--- config.mk ---
export PLATFORM = sky130hd
export DESIGN_NAME = eth_rx_filter
export DESIGN_NICKNAME = d
export VERILOG_FILES = /design/src/rtl/eth_rx_filter.sv
export SDC_FILE = /design/constraint.sdc
export NUM_CORES = 1
export LEC_CHECK = 0
export ABC_AREA = 1
export ABC_CLOCK_PERIOD_IN_PS = 12900
export CORE_MARGIN = 3
export CORE_UTILIZATION = 43
export CTS_CLUSTER_SIZE = 20
export DETAILED_ROUTE_END_ITERATION = 6
export PLACE_DENSITY_LB_ADDON = 0.12
export SYNTH_ARGS = -nofsm -noshare
export SYNTH_HDL_FRONTEND = slang
export SYNTH_SLANG_ARGS = --single-unit
--- constraint.sdc ---
create_clock -name clk -period 12.9 [get_ports clk]
set_input_delay 2.58 -clock clk [delete_from_list [all_inputs] [get_ports clk]]
set_output_delay 2.58 -clock clk [all_outputs]
set_load 0.03 [all_outputs]
--- src/rtl/eth_rx_filter.sv ---
// EtherType receive filter: holds the first four beats of each frame, decides
// pass/drop from the EtherType, then replays and streams or discards the frame.
// Frame statistics and configuration sit in a 32-byte register window.
module eth_rx_filter #(
    parameter logic [31:0] BASE_ADDR = 32'h0000_0100
) (
    input  logic        clk,
    input  logic        rst,
    input  logic [31:0] s_tdata,
    input  logic [3:0]  s_tkeep,
    input  logic        s_tlast,
    input  logic        s_tvalid,
    output logic        s_tready,
    output logic [31:0] m_tdata,
    output logic [3:0]  m_tkeep,
    output logic        m_tlast,
    output logic        m_tvalid,
    input  logic        m_tready,
    input  logic [31:0] waddr,
    input  logic [31:0] wdata,
    input  logic        we,
    output logic        wdone,
    input  logic [31:0] raddr,
    input  logic        re,
    output logic [31:0] rdata,
    output logic        rdone
);

    // state  | meaning
    // HDR    | collecting header beats 0..3, decide at beat 3
    // REPLAY | presenting the four buffered beats downstream
    // BODY   | combinational pass-through until tlast
    // DROP   | swallowing the rest of a rejected frame
    typedef enum logic [1:0] {HDR, REPLAY, BODY, DROP} state_t;

    state_t      state_q, state_d;
    logic [1:0]  hdr_idx_q, hdr_idx_d;
    logic [1:0]  rep_idx_q, rep_idx_d;
    logic [31:0] buf_data_q [4];
    logic [3:0]  buf_keep_q [4];
    logic        buf_last_q [4];
    logic        buf_we;

    logic [1:0]  ctrl_q;
    logic [15:0] etype_q;
    logic [31:0] rx_cnt_q, pass_cnt_q, drop_cnt_q, runt_cnt_q;
    logic        inc_rx, inc_pass, inc_drop, inc_runt;
    logic        clear;

    logic [31:0] woff, roff;
    logic        w_hit, r_hit;
    logic [31:0] rd_mux;
    logic        wdone_q, rdone_q;
    logic [31:0] rdata_q;

    logic [15:0] etype_rx;
    logic        pass;

    logic        unused_bits;
    assign unused_bits = &{1'b0, wdata[31:16]};

    function automatic logic [31:0] sat_inc(input logic [31:0] v);
        return (v == 32'hFFFF_FFFF) ? v : v + 32'd1;
    endfunction

    // Decision uses the live beat 3 and the CTRL/ETYPE values of that cycle.
    assign etype_rx = {s_tdata[7:0], s_tdata[15:8]};
    assign pass     = !ctrl_q[0] | ((etype_rx == etype_q) ^ ctrl_q[1]);

    // State, indices and header buffer.
    always_ff @(posedge clk or posedge rst) begin
        if (rst) begin
            state_q   <= HDR;
            hdr_idx_q <= 2'd0;
            rep_idx_q <= 2'd0;
            for (int i = 0; i < 4; i++) begin
                buf_data_q[i] <= 32'd0;
                buf_keep_q[i] <= 4'd0;
                buf_last_q[i] <= 1'b0;
            end
        end else begin
            state_q   <= state_d;
            hdr_idx_q <= hdr_idx_d;
            rep_idx_q <= rep_idx_d;
            if (buf_we) begin
                buf_data_q[hdr_idx_q] <= s_tdata;
                buf_keep_q[hdr_idx_q] <= s_tkeep;
                buf_last_q[hdr_idx_q] <= s_tlast;
            end
        end
    end

    // Next state, stream outputs and counter increment requests.
    always_comb begin
        state_d   = state_q;
        hdr_idx_d = hdr_idx_q;
        rep_idx_d = rep_idx_q;
        buf_we    = 1'b0;
        s_tready  = 1'b0;
        m_tvalid  = 1'b0;
        m_tdata   = 32'd0;
        m_tkeep   = 4'd0;
        m_tlast   = 1'b0;
        inc_rx    = 1'b0;
        inc_pass  = 1'b0;
        inc_drop  = 1'b0;
        inc_runt  = 1'b0;
        case (state_q)
            HDR: begin
                s_tready = 1'b1;
                if (s_tvalid) begin
                    buf_we    = 1'b1;
                    hdr_idx_d = hdr_idx_q + 2'd1;
                    if (hdr_idx_q != 2'd3) begin
                        if (s_tlast) begin
                            inc_rx    = 1'b1;
                            inc_runt  = 1'b1;
                            hdr_idx_d = 2'd0;
                        end
                    end else begin
                        hdr_idx_d = 2'd0;
                        if (s_tlast && (s_tkeep[1:0] != 2'b11)) begin
                            inc_rx   = 1'b1;
                            inc_runt = 1'b1;
                        end else if (pass) begin
                            state_d   = REPLAY;
                            rep_idx_d = 2'd0;
                        end else begin
                            inc_rx   = 1'b1;
                            inc_drop = 1'b1;
                            state_d  = s_tlast ? HDR : DROP;
                        end
                    end
                end
            end
            REPLAY: begin
                m_tvalid = 1'b1;
                m_tdata  = buf_data_q[rep_idx_q];
                m_tkeep  = buf_keep_q[rep_idx_q];
                m_tlast  = buf_last_q[rep_idx_q];
                if (m_tready) begin
                    rep_idx_d = rep_idx_q + 2'd1;
                    if (rep_idx_q == 2'd3) begin
                        if (buf_last_q[3]) begin
                            inc_rx   = 1'b1;
                            inc_pass = 1'b1;
                            state_d  = HDR;
                        end else begin
                            state_d = BODY;
                        end
                    end
                end
            end
            BODY: begin
                m_tvalid = s_tvalid;
                m_tdata  = s_tdata;
                m_tkeep  = s_tkeep;
                m_tlast  = s_tlast;
                s_tready = m_tready;
                if (s_tvalid && m_tready && s_tlast) begin
                    inc_rx   = 1'b1;
                    inc_pass = 1'b1;
                    state_d  = HDR;
                end
            end
            DROP: begin
                s_tready = 1'b1;
                if (s_tvalid && s_tlast) state_d = HDR;
            end
            default: state_d = HDR;
        endcase
    end

    // Window decode; the subtraction wraps so addresses below the base miss too.
    assign woff  = waddr - BASE_ADDR;
    assign roff  = raddr - BASE_ADDR;
    assign w_hit = (woff < 32'd32);
    assign r_hit = (roff < 32'd32);
    assign clear = we && w_hit && (woff[4:0] == 5'h18) && wdata[0];

    // Read data selection for in-window offsets.
    always_comb begin
        rd_mux = 32'd0;
        case (roff[4:0])
            5'h00:   rd_mux = {30'd0, ctrl_q};
            5'h04:   rd_mux = {16'd0, etype_q};
            5'h08:   rd_mux = rx_cnt_q;
            5'h0C:   rd_mux = pass_cnt_q;
            5'h10:   rd_mux = drop_cnt_q;
            5'h14:   rd_mux = runt_cnt_q;
            default: rd_mux = 32'd0;
        endcase
    end

    // Configuration writes and one-cycle bus responses.
    always_ff @(posedge clk or posedge rst) begin
        if (rst) begin
            ctrl_q  <= 2'd0;
            etype_q <= 16'h0800;
            wdone_q <= 1'b0;
            rdone_q <= 1'b0;
            rdata_q <= 32'd0;
        end else begin
            if (we && w_hit && (woff[4:0] == 5'h00)) ctrl_q  <= wdata[1:0];
            if (we && w_hit && (woff[4:0] == 5'h04)) etype_q <= wdata[15:0];
            wdone_q <= we && w_hit;
            rdone_q <= re && r_hit;
            rdata_q <= (re && r_hit) ? rd_mux : 32'd0;
        end
    end

    // Saturating frame counters; a clear in the same cycle wins.
    always_ff @(posedge clk or posedge rst) begin
        if (rst) begin
            rx_cnt_q   <= 32'd0;
            pass_cnt_q <= 32'd0;
            drop_cnt_q <= 32'd0;
            runt_cnt_q <= 32'd0;
        end else if (clear) begin
            rx_cnt_q   <= 32'd0;
            pass_cnt_q <= 32'd0;
            drop_cnt_q <= 32'd0;
            runt_cnt_q <= 32'd0;
        end else begin
            if (inc_rx)   rx_cnt_q   <= sat_inc(rx_cnt_q);
            if (inc_pass) pass_cnt_q <= sat_inc(pass_cnt_q);
            if (inc_drop) drop_cnt_q <= sat_inc(drop_cnt_q);
            if (inc_runt) runt_cnt_q <= sat_inc(runt_cnt_q);
        end
    end

    assign wdone = wdone_q;
    assign rdone = rdone_q;
    assign rdata = rdata_q;

endmodule

==> impl_metrics.json, run 1 <==
{
  "slew_viol_final": 0,
  "yosys.area.top_type": "dfrtp_1",
  "dp_hpwl_mm": 38.9,
  "whs_ps": 479,
  "hp-class": "flip-flop to flip-flop",
  "clockPowerShare": 0.289,
  "via_count": 18100,
  "routed_wl_mm": 56.2,
  "arrival_ps": 4140,
  "boundaryPins": 212,
  "ys_types": 53,
  "ant_nets": 0,
  "grt_max_degree": 133,
  "cts_sinks": 334,
  "power_frac_seq": 0.354,
  "clkTransAtPathRegs_ps": 60,
  "die_y_um": 217,
  "insertion_delay_ps": 570,
  "netSwitchingFraction": 0.386,
  "synth-edff-count": 0,
  "yosysSeqAreaShare": 0.439,
  "tns_ps": 0,
  "synthTopCellsByArea": "dfrtp_1 (44%), nand2_1 (13%), inv_1 (6.9%)",
  "dieWidth_um": 217,
  "cp.required_ps": 10320,
  "cts_tree": "built",
  "antenna_found_initial": 0,
  "status": "finished, final reports clean",
  "drt_iter0_drc": 1497,
  "finClkSkew_ps": 20.5,
  "htree_num_levels": 2,
  "syn-num-nets": 2823,
  "firstDrtPassIters": 5,
  "clockBufferDepth": 3,
  "multi_input_area_um2": 8760,
  "syn2layout_area_growth_pct": 20.0,
  "synth_common_cells": "nand2_1 (672), inv_1 (352), nor2_1 (334)",
  "grt_use_total": 0.239,
  "fin_crit_ps": 6720,
  "ys.flop_type": "dfrtp_1",
  "p_leak_uw": 0.0116,
  "layout.nets": 2960,
  "p_switching_uw": 1700,
  "postSynthCellCount": 2670,
  "fp.dieArea_um2": 46900,
  "p_int_uw": 2700,
  "grt_overflow": 0,
  "syn_area_um2": 19100,
  "yosysWarnings": 0,
  "postSynthAreaPerCell_um2": 7.14,
  "coreArea_um2": 43500,
  "numPortBuffers": 195,
  "maxCapViolations": 0,
  "worst_setup_path_end_kind": "output pin",
  "maxSlewHeadroom": 0.196,
  "max_freq_mhz": 149,
  "cts_setup_buffers": 0,
  "cts_buffers": 40,
  "rsz0062_at_grt": "no",
  "finalHoldViolations": 0,
  "total_power_uw": 4390,
  "yosysMostFrequentCell": "nand2_1",
  "gp_congestion": 0.905,
  "crit_path_start_kind": "input pin",
  "diodes": 0,
  "synth_top_area_share": 0.437,
  "root_buffer": "clkbuf_16",
  "nFillCells": 4250,
  "wire_per_inst_um": 16.4,
  "ctsResizeCount": 0,
  "power_density_nw_per_um2": 192,
  "worst_pin_slew_ps": 1210,
  "synth.ff_latch_count": 334,
  "crit_path_max_fanout": 3,
  "initial_core_util": 0.439,
  "rows": 76,
  "cts_hold_buf": 0,
  "vdd_drop_max_v": 0.000205,
  "pwr-share-comb": 0.357,
  "fin_crit_sh": 0.521,
  "grt_pass1_vias": 17200,
  "path_class": "input pin to output pin",
  "finalSetupViolCount": 0,
  "grt_pass1_wl_mm": 91.5,
  "synthArstFlopShare": 1.00,
  "drive_gt1_frac": 0.0613,
  "seqCellArea_um2": 8360,
  "vias_per_cell": 5.29,
  "drc": 0
}
-- cell usage in the layout (no fill, tap or decap), drive strengths merged, types with 2 or more instances in the layout --
cell | Yosys | layout
nand2 | 678 | 678
inv | 379 | 383
nor2 | 343 | 343
dfrtp | 333 | 333
o21ai | 224 | 224
clkdlybuf4s50 | 0 | 195
nand3 | 191 | 191
nor3 | 92 | 92
nand4 | 69 | 69
a21oi | 51 | 51
o22ai | 48 | 48
clkbuf | 83 | 48
o32ai | 37 | 37
buf | 36 | 19
xor2 | 16 | 16
a221oi | 16 | 16
nor4 | 16 | 16
ha | 14 | 14
clkinv | 3 | 12
bufinv | 0 | 9
or2 | 7 | 7
nand3b | 6 | 6
nor3b | 4 | 4
a22oi | 3 | 3
xnor2 | 3 | 3
a211oi | 3 | 3
clkinvlp | 0 | 3
and3 | 2 | 2
a2bb2oi | 2 | 2
-- metal layers --
metal	wire, um	GRT usage	part of all wire
met5	0	0	0
met4	1230	0.0591	0.022
met3	2800	0.0332	0.050
met2	26000	0.387	0.46
met1	26200	0.338	0.47
-- state kept, by name, summed over array words and instances, names as in the netlist, 16 cells and up --
| name | count |
|---|---|
| etype_q | 16 |
| buf_data_q | 128 |
| pass_cnt_q | 32 |
| rdata | 32 |
| rx_cnt_q | 32 |
| drop_cnt_q | 32 |
| runt_cnt_q | 32 |
| buf_keep_q | 16 |
-- final cells by class --
cell class,instances,area share
tap,585,0.0320
sequential,334,0.366
timing repair buffer,214,0.0916
multi-input combinational,1835,0.383
clock inverter,25,0.0176
clock buffer,48,0.0473
inverter,382,0.0630
-- power by group through the flow --
| stage | Clock, uW | Combinational (uW) | Sequential, uW |
|---|---|---|---|
| 6_report | 1270 | 1570 | 1550 |
| 5_1_grt | 1340 | 1770 | 1590 |
| 4_1_cts | 1290 | 1580 | 1550 |
| 3_5_place_dp | 0 | 1570 | 1560 |
| 3_3_place_gp | 0 | 1540 | 1550 |
| 2_1_floorplan | 0 | 1120 | 1510 |
-- per-stage QoR --
step                      utilization  setup WS, ps  std cells  area, um2
final                           0.526          6180       3423      22900
after global routing            0.526          6090       3423      22900
after CTS                       0.526          6180       3423      22900
after detailed placement        0.492          6170       3350      21400
after global placement          0.492          6190       3350      21400
after floorplan                     -          1070       2670      19100
-- final timing paths --
path	from	end	slack, ps	cells after the start
setup / recovery	s_tdata[6]	m_tdata[6]	6180	4
hold / removal	buf_data_q[38]	buf_data_q[38]	480	2
setup reg to reg	rep_idx_q[0]	pass_cnt_q[31]	9240	13
hold reg to reg	buf_data_q[38]	buf_data_q[38]	480	2
max in group asynchronous	rst	rep_idx_q[0]	8670	3
min in group asynchronous	rst	wdone	2610	2
-- critical path: stages --
cell and delay [ps]:
clkdlybuf4s50_1 570, nand2_1 80, a21oi_1 160, clkdlybuf4s50_1 740
-- cells by family (layout without fill, tap and decap cells) --
family / count (synthesis) / after routing / share of synthesized area
adder cells (fa/ha/maj): 14 / 14 / 0.00919
AND/OR/NAND/NOR: 1408 / 1408 / 0.321
buffers and inverters: 501 / 669 / 0.103
flip-flops: 334 / 334 / 0.439
AO/OA/AOI/OAI: 394 / 394 / 0.120
XOR/XNOR: 19 / 19 / 0.00873
(Power assumes the default switching activity.)
==> inputs of run 2 (changes only) <==
- ABC_CLOCK_PERIOD_IN_PS: 12900 -> 6900
- clock period: 12.9 -> 6.9 ns (I/O delays scaled with it)
==> run 2 against run 1 <==
Compared with the run above:
- clock power grew 59%
- combinational power rose by 87%
- flip-flop and latch count unchanged
- cell count about the same
- largest power group unchanged
- routed wire length fell by 0.75%
- clock skew rose by 2.3 ps
- non-clock buffer count unchanged
- largest cell class unchanged
- via count grew 0.19%
- die area stayed put
==> impl_metrics.json, run 2 (same netlist as run 1, synthesis figures left out) <==
{
  "via_count": 18100,
  "largest_reg_flops": 128,
  "crit_buf_inv": 3,
  "status": "finished, final reports clean",
  "p_leak_uw": 0.0115,
  "dieWidth_um": 217,
  "grt_max_degree": 181,
  "cp.required_ps": 5520,
  "finalHoldViolations": 0,
  "htree_num_levels": 2,
  "worst_pin_slew_ps": 1210,
  "vias_per_cell": 5.30,
  "fin_crit_sh": 0.664,
  "firstDrtPassIters": 5,
  "routed_wl_mm": 55.8,
  "dp_hpwl_mm": 38.7,
  "top_register": "buf_data_q",
  "drive_gt1_frac": 0.0568,
  "ant_nets": 0,
  "slew_viol_final": 0,
  "path_class": "flip-flop to output pin",
  "worst_setup_path_end_kind": "output pin",
  "grt_overflow": 0,
  "pre_cts_ws_ps": 2260,
  "insertion_delay_ps": 570,
  "slowest_stage": "clkdlybuf4s50_1",
  "fin_crit_ps": 4580,
  "layout.nets": 2960,
  "initial_core_util": 0.439,
  "max_freq_mhz": 218,
  "drt_iter0_drc": 1542,
  "coreArea_um2": 43500,
  "cts_buffers": 40,
  "cts_setup_buffers": 0,
  "diodes": 0,
  "numPortBuffers": 195,
  "final_cell_mix": "nand2_1 (669), inv_1 (350), nor2_1 (333), dfrtp_1 (331), o21ai_0 (222)",
  "hp-class": "flip-flop to flip-flop",
  "cts_tree": "built",
  "boundaryPins": 212,
  "crit_chain": "inv_2, buf_4, nor2_1, o32ai_1, nand2_1, a21oi_1, clkdlybuf4s50_1",
  "final_common_cell": "nand2_1",
  "slowest_delay_ps": 690,
  "ctsResizeCount": 0,
  "rows": 76,
  "drc": 0,
  "cts_sinks": 334,
  "antenna_found_initial": 0,
  "root_buffer": "clkbuf_16",
  "cts_hold_buf": 0,
  "finClkSkew_ps": 22.8,
  "r2r_setup_slack_ps": 3170,
  "arrival_ps": 3200,
  "fin_util": 0.521,
  "wire_per_inst_um": 16.3,
  "crit_path_max_fanout": 34,
  "critPathTopFamily": "buffers and inverters",
  "grt_pass1_vias": 17200,
  "syn2layout_area_growth_pct": 18.9,
  "crit_path_start_kind": "flip-flop",
  "power_density_nw_per_um2": 347,
  "maxSlewHeadroom": 0.192,
  "rsz0062_at_grt": "no",
  "finalSetupViolCount": 0,
  "tns_ps": 0,
  "gp_congestion": 0.905,
  "maxCapViolations": 0,
  "clockBufferDepth": 3,
  "setup_ws_ps": 2320,
  "grt_use_total": 0.239,
  "fp.dieArea_um2": 46900,
  "vdd_drop_max_v": 0.000235,
  "grt_pass1_wl_mm": 91.2,
  "clkTransAtPathRegs_ps": 60,
  "die_y_um": 217
}
-- run 2: cell types whose count changed in the layout (fill, tap and decap cells not counted), sizes merged --
cell,before,now
clkinv,12,7
inv,383,380
clkbuf,48,64
bufinv,9,0
-- run 2: final timing paths --
| kind | start | end | depth (start not counted) |
|---|---|---|---|
| max | rep_idx_q[0] | m_tdata[14] | 7 |
| min | buf_data_q[32] | buf_data_q[32] | 2 |
| max reg2reg | rep_idx_q[1] | pass_cnt_q[31] | 13 |
| min reg2reg | buf_data_q[32] | buf_data_q[32] | 2 |
| max in group asynchronous | rst | rep_idx_q[1] | 3 |
| min in group asynchronous | rst | wdone | 2 |
-- run 2: cell type report --
type | instances | area, um2
Clock inverter | 8 | 52.6
Sequential cell | 334 | 8360
Inverter | 382 | 1440
Tap cell | 585 | 732
Clock buffer | 64 | 1190
Fill cell | 4281 | 20800
Timing Repair Buffer | 214 | 2120
Multi-Input combinational cell | 1835 | 8760
-- run 2: per-layer routing --
metal	wire length, um	part of all wire	vias to the layer above	GRT usage
li1	-	-	8929	-
met1	25100	0.45	8591	0.333
met2	25900	0.46	536	0.386
met3	3540	0.064	83	0.0377
met4	1290	0.023	0	0.0665
met5	0	0	-	0
-- run 2: worst register-to-register path, delay by kind of cell, from the launching register on --
family,cells,cell delay (ps)
buffers and inverters,2,650
adders and majority gates,1,300
and+or+nand+nor,8,1300
DFF,1,480
AOI/OAI and AO/OA,2,910
-- run 2: stage by stage --
stage                     instance area [um2]  total power (uW)  instances  hold slack [ps]
after floorplan                         19100              4930       2670              448
after global placement                  21400              5790       3350              461
after detailed placement                21400              5860       3350              468
after CTS                               22700              7910       3422              482
after global routing                    22700              8440       3422              501
final                                   22700              7850       3422              477
-- run 2: where the power goes --
part           leakage [uW]  switching, uW  internal [uW]  total (uW)
logic               0.00692           1910           1030        2940
registers           0.00398            362           2540        2900
clock network      0.000605            834           1180        2020
==> inputs of run 3 (changes only) <==
- ABC_CLOCK_PERIOD_IN_PS: 6900 -> 4400
- clock period: 6.9 -> 4.4 ns (I/O delays scaled with it)
==> run 3 against run 2 <==
Compared with the run above:
- the flow now finishes with violations (design-rule violations)
- via count down 0.16%
- die area did not move
- sequential power grew 58%
- critical path type unchanged
- largest cell class unchanged
==> impl_metrics.json, run 3 (same netlist as run 1, synthesis figures left out) <==
{
  "status": "finished, violations left",
  "violations": "design-rule violations",
  "fp.dieArea_um2": 46900,
  "fin_crit_ps": 3960,
  "grt_max_degree": 109,
  "syn2layout_area_growth_pct": 19.8,
  "fin_crit_sh": 0.900,
  "routed_wl_mm": 55.6,
  "cts_hold_buf": 0,
  "ctsResizeCount": 0,
  "max_freq_mhz": 252,
  "rows": 76,
  "firstDrtPassIters": 7,
  "grt_overflow": 0,
  "layout.nets": 2972,
  "grt_use_total": 0.236,
  "rsz0062_at_grt": "no",
  "final_common_cell": "nand2_1",
  "die_y_um": 217,
  "finalHoldViolations": 0,
  "worst_setup_path_end_kind": "output pin",
  "dieWidth_um": 217,
  "nFillCells": 4284,
  "final_area_um2": 22800,
  "insertion_delay_ps": 570,
  "final_cell_mix": "nand2_1 (669), inv_1 (350), nor2_1 (333), dfrtp_1 (331), o21ai_0 (222)",
  "crit_path_max_fanout": 75,
  "grt_pass1_vias": 16900,
  "cts_buffers": 39,
  "dp_hpwl_mm": 39.4,
  "worst_pin_slew_ps": 883,
  "cts_setup_buffers": 0,
  "clockBufferDepth": 3,
  "htree_num_levels": 2,
  "largest_reg_flops": 128,
  "vias_per_cell": 5.28,
  "vdd_drop_max_v": 0.000324,
  "hp-class": "flip-flop to flip-flop",
  "slew_viol_final": 0,
  "antenna_found_initial": 1,
  "coreArea_um2": 43500,
  "drc": 1,
  "slowest_delay_ps": 710,
  "arrival_ps": 3080,
  "power_density_nw_per_um2": 544,
  "via_count": 18100,
  "crit_path_start_kind": "flip-flop",
  "grt_pass1_wl_mm": 90.2,
  "boundaryPins": 212,
  "gp_congestion": 0.923,
  "ant_nets": 0,
  "cts_tree": "built",
  "root_buffer": "clkbuf_16",
  "wire_per_inst_um": 16.2,
  "total_power_uw": 12400,
  "cts_sinks": 334,
  "tns_ps": 0,
  "p_leak_uw": 0.0116,
  "setup_ws_ps": 438,
  "finalSetupViolCount": 0,
  "finClkSkew_ps": 27.6,
  "drive_gt1_frac": 0.0622,
  "clkTransAtPathRegs_ps": 60,
  "maxCapViolations": 0,
  "drt_iter0_drc": 1616,
  "top_register": "buf_data_q",
  "slowest_stage": "clkdlybuf4s50_1",
  "place_area_um2": 21600,
  "fin_util": 0.525,
  "crit_chain": "buf_4, nor2_1, o32ai_1, nand2_1, a21oi_1, clkdlybuf4s50_1",
  "cp.required_ps": 3520,
  "numPortBuffers": 195,
  "maxSlewHeadroom": 0.410,
  "initial_core_util": 0.439,
  "pre_cts_ws_ps": 586,
  "path_class": "flip-flop to output pin"
}
[run 3: cell types whose count changed in the layout (fill, tap and decap cells not counted), moves of 3 or more]
cell,delta
buf_12,+4
buf_4,+9
bufinv_16,+3
clkbuf_1,-9
clkbuf_8,-3
clkinv_2,+6
[run 3: layout make-up]
type | instances | area, um2 | area share
clock buffer | 50 | 1070 | 0.0468
sequential | 334 | 8360 | 0.366
clock inverter | 17 | 203 | 0.00888
inverter | 382 | 1440 | 0.0630
timing repair buffer | 227 | 2270 | 0.0993
multi-input combinational | 1835 | 8760 | 0.384
tap | 585 | 732 | 0.0321
antenna | 1 | 2.50 | 0.000110
[run 3: worst paths after layout]
check	start	to	slack (ps)	depth (start not counted)
setup reg to reg	state_q[1]	pass_cnt_q[6]	1120	12
min in group asynchronous	rst	rdata[3]	720	2
setup / recovery	rep_idx_q[0]	m_tkeep[1]	440	6
hold reg to reg	etype_q[11]	etype_q[11]	480	2
max in group asynchronous	rst	buf_keep_q[0]	2730	3
hold / removal	etype_q[11]	etype_q[11]	480	2
[run 3: routing by layer]
layer  global-route usage  vias to the layer above  part of all wire
met5                    0                        -                 0
met4               0.0582                        0             0.022
met3               0.0344                       71             0.054
met2                0.383                      506              0.46
met1                0.334                     8600              0.46
li1                     -                     8933                 -
[run 3: power by group]
part	switching (uW)	leakage, uW	internal, uW
logic	2950	0.00700	1650
registers	595	0.00398	3970
clock network	1350	0.000628	1900
total	4890	0.0116	7530
[run 3: critical path, delay by kind of cell (launching register included)]
| kind | cells | cell delay (ps) |
|---|---|---|
| AOI/OAI and AO/OA | 2 | 570 |
| buffers and inverters | 2 | 1340 |
| DFF | 1 | 360 |
| and+or+nand+nor | 2 | 210 |
[run 3: through the flow]
stage                     hold slack, ps  cells
after global routing                 502   3431
after floorplan                      448   2670
after global placement               461   3363
final                                479   3431
after CTS                            479   3430
after detailed placement             468   3363
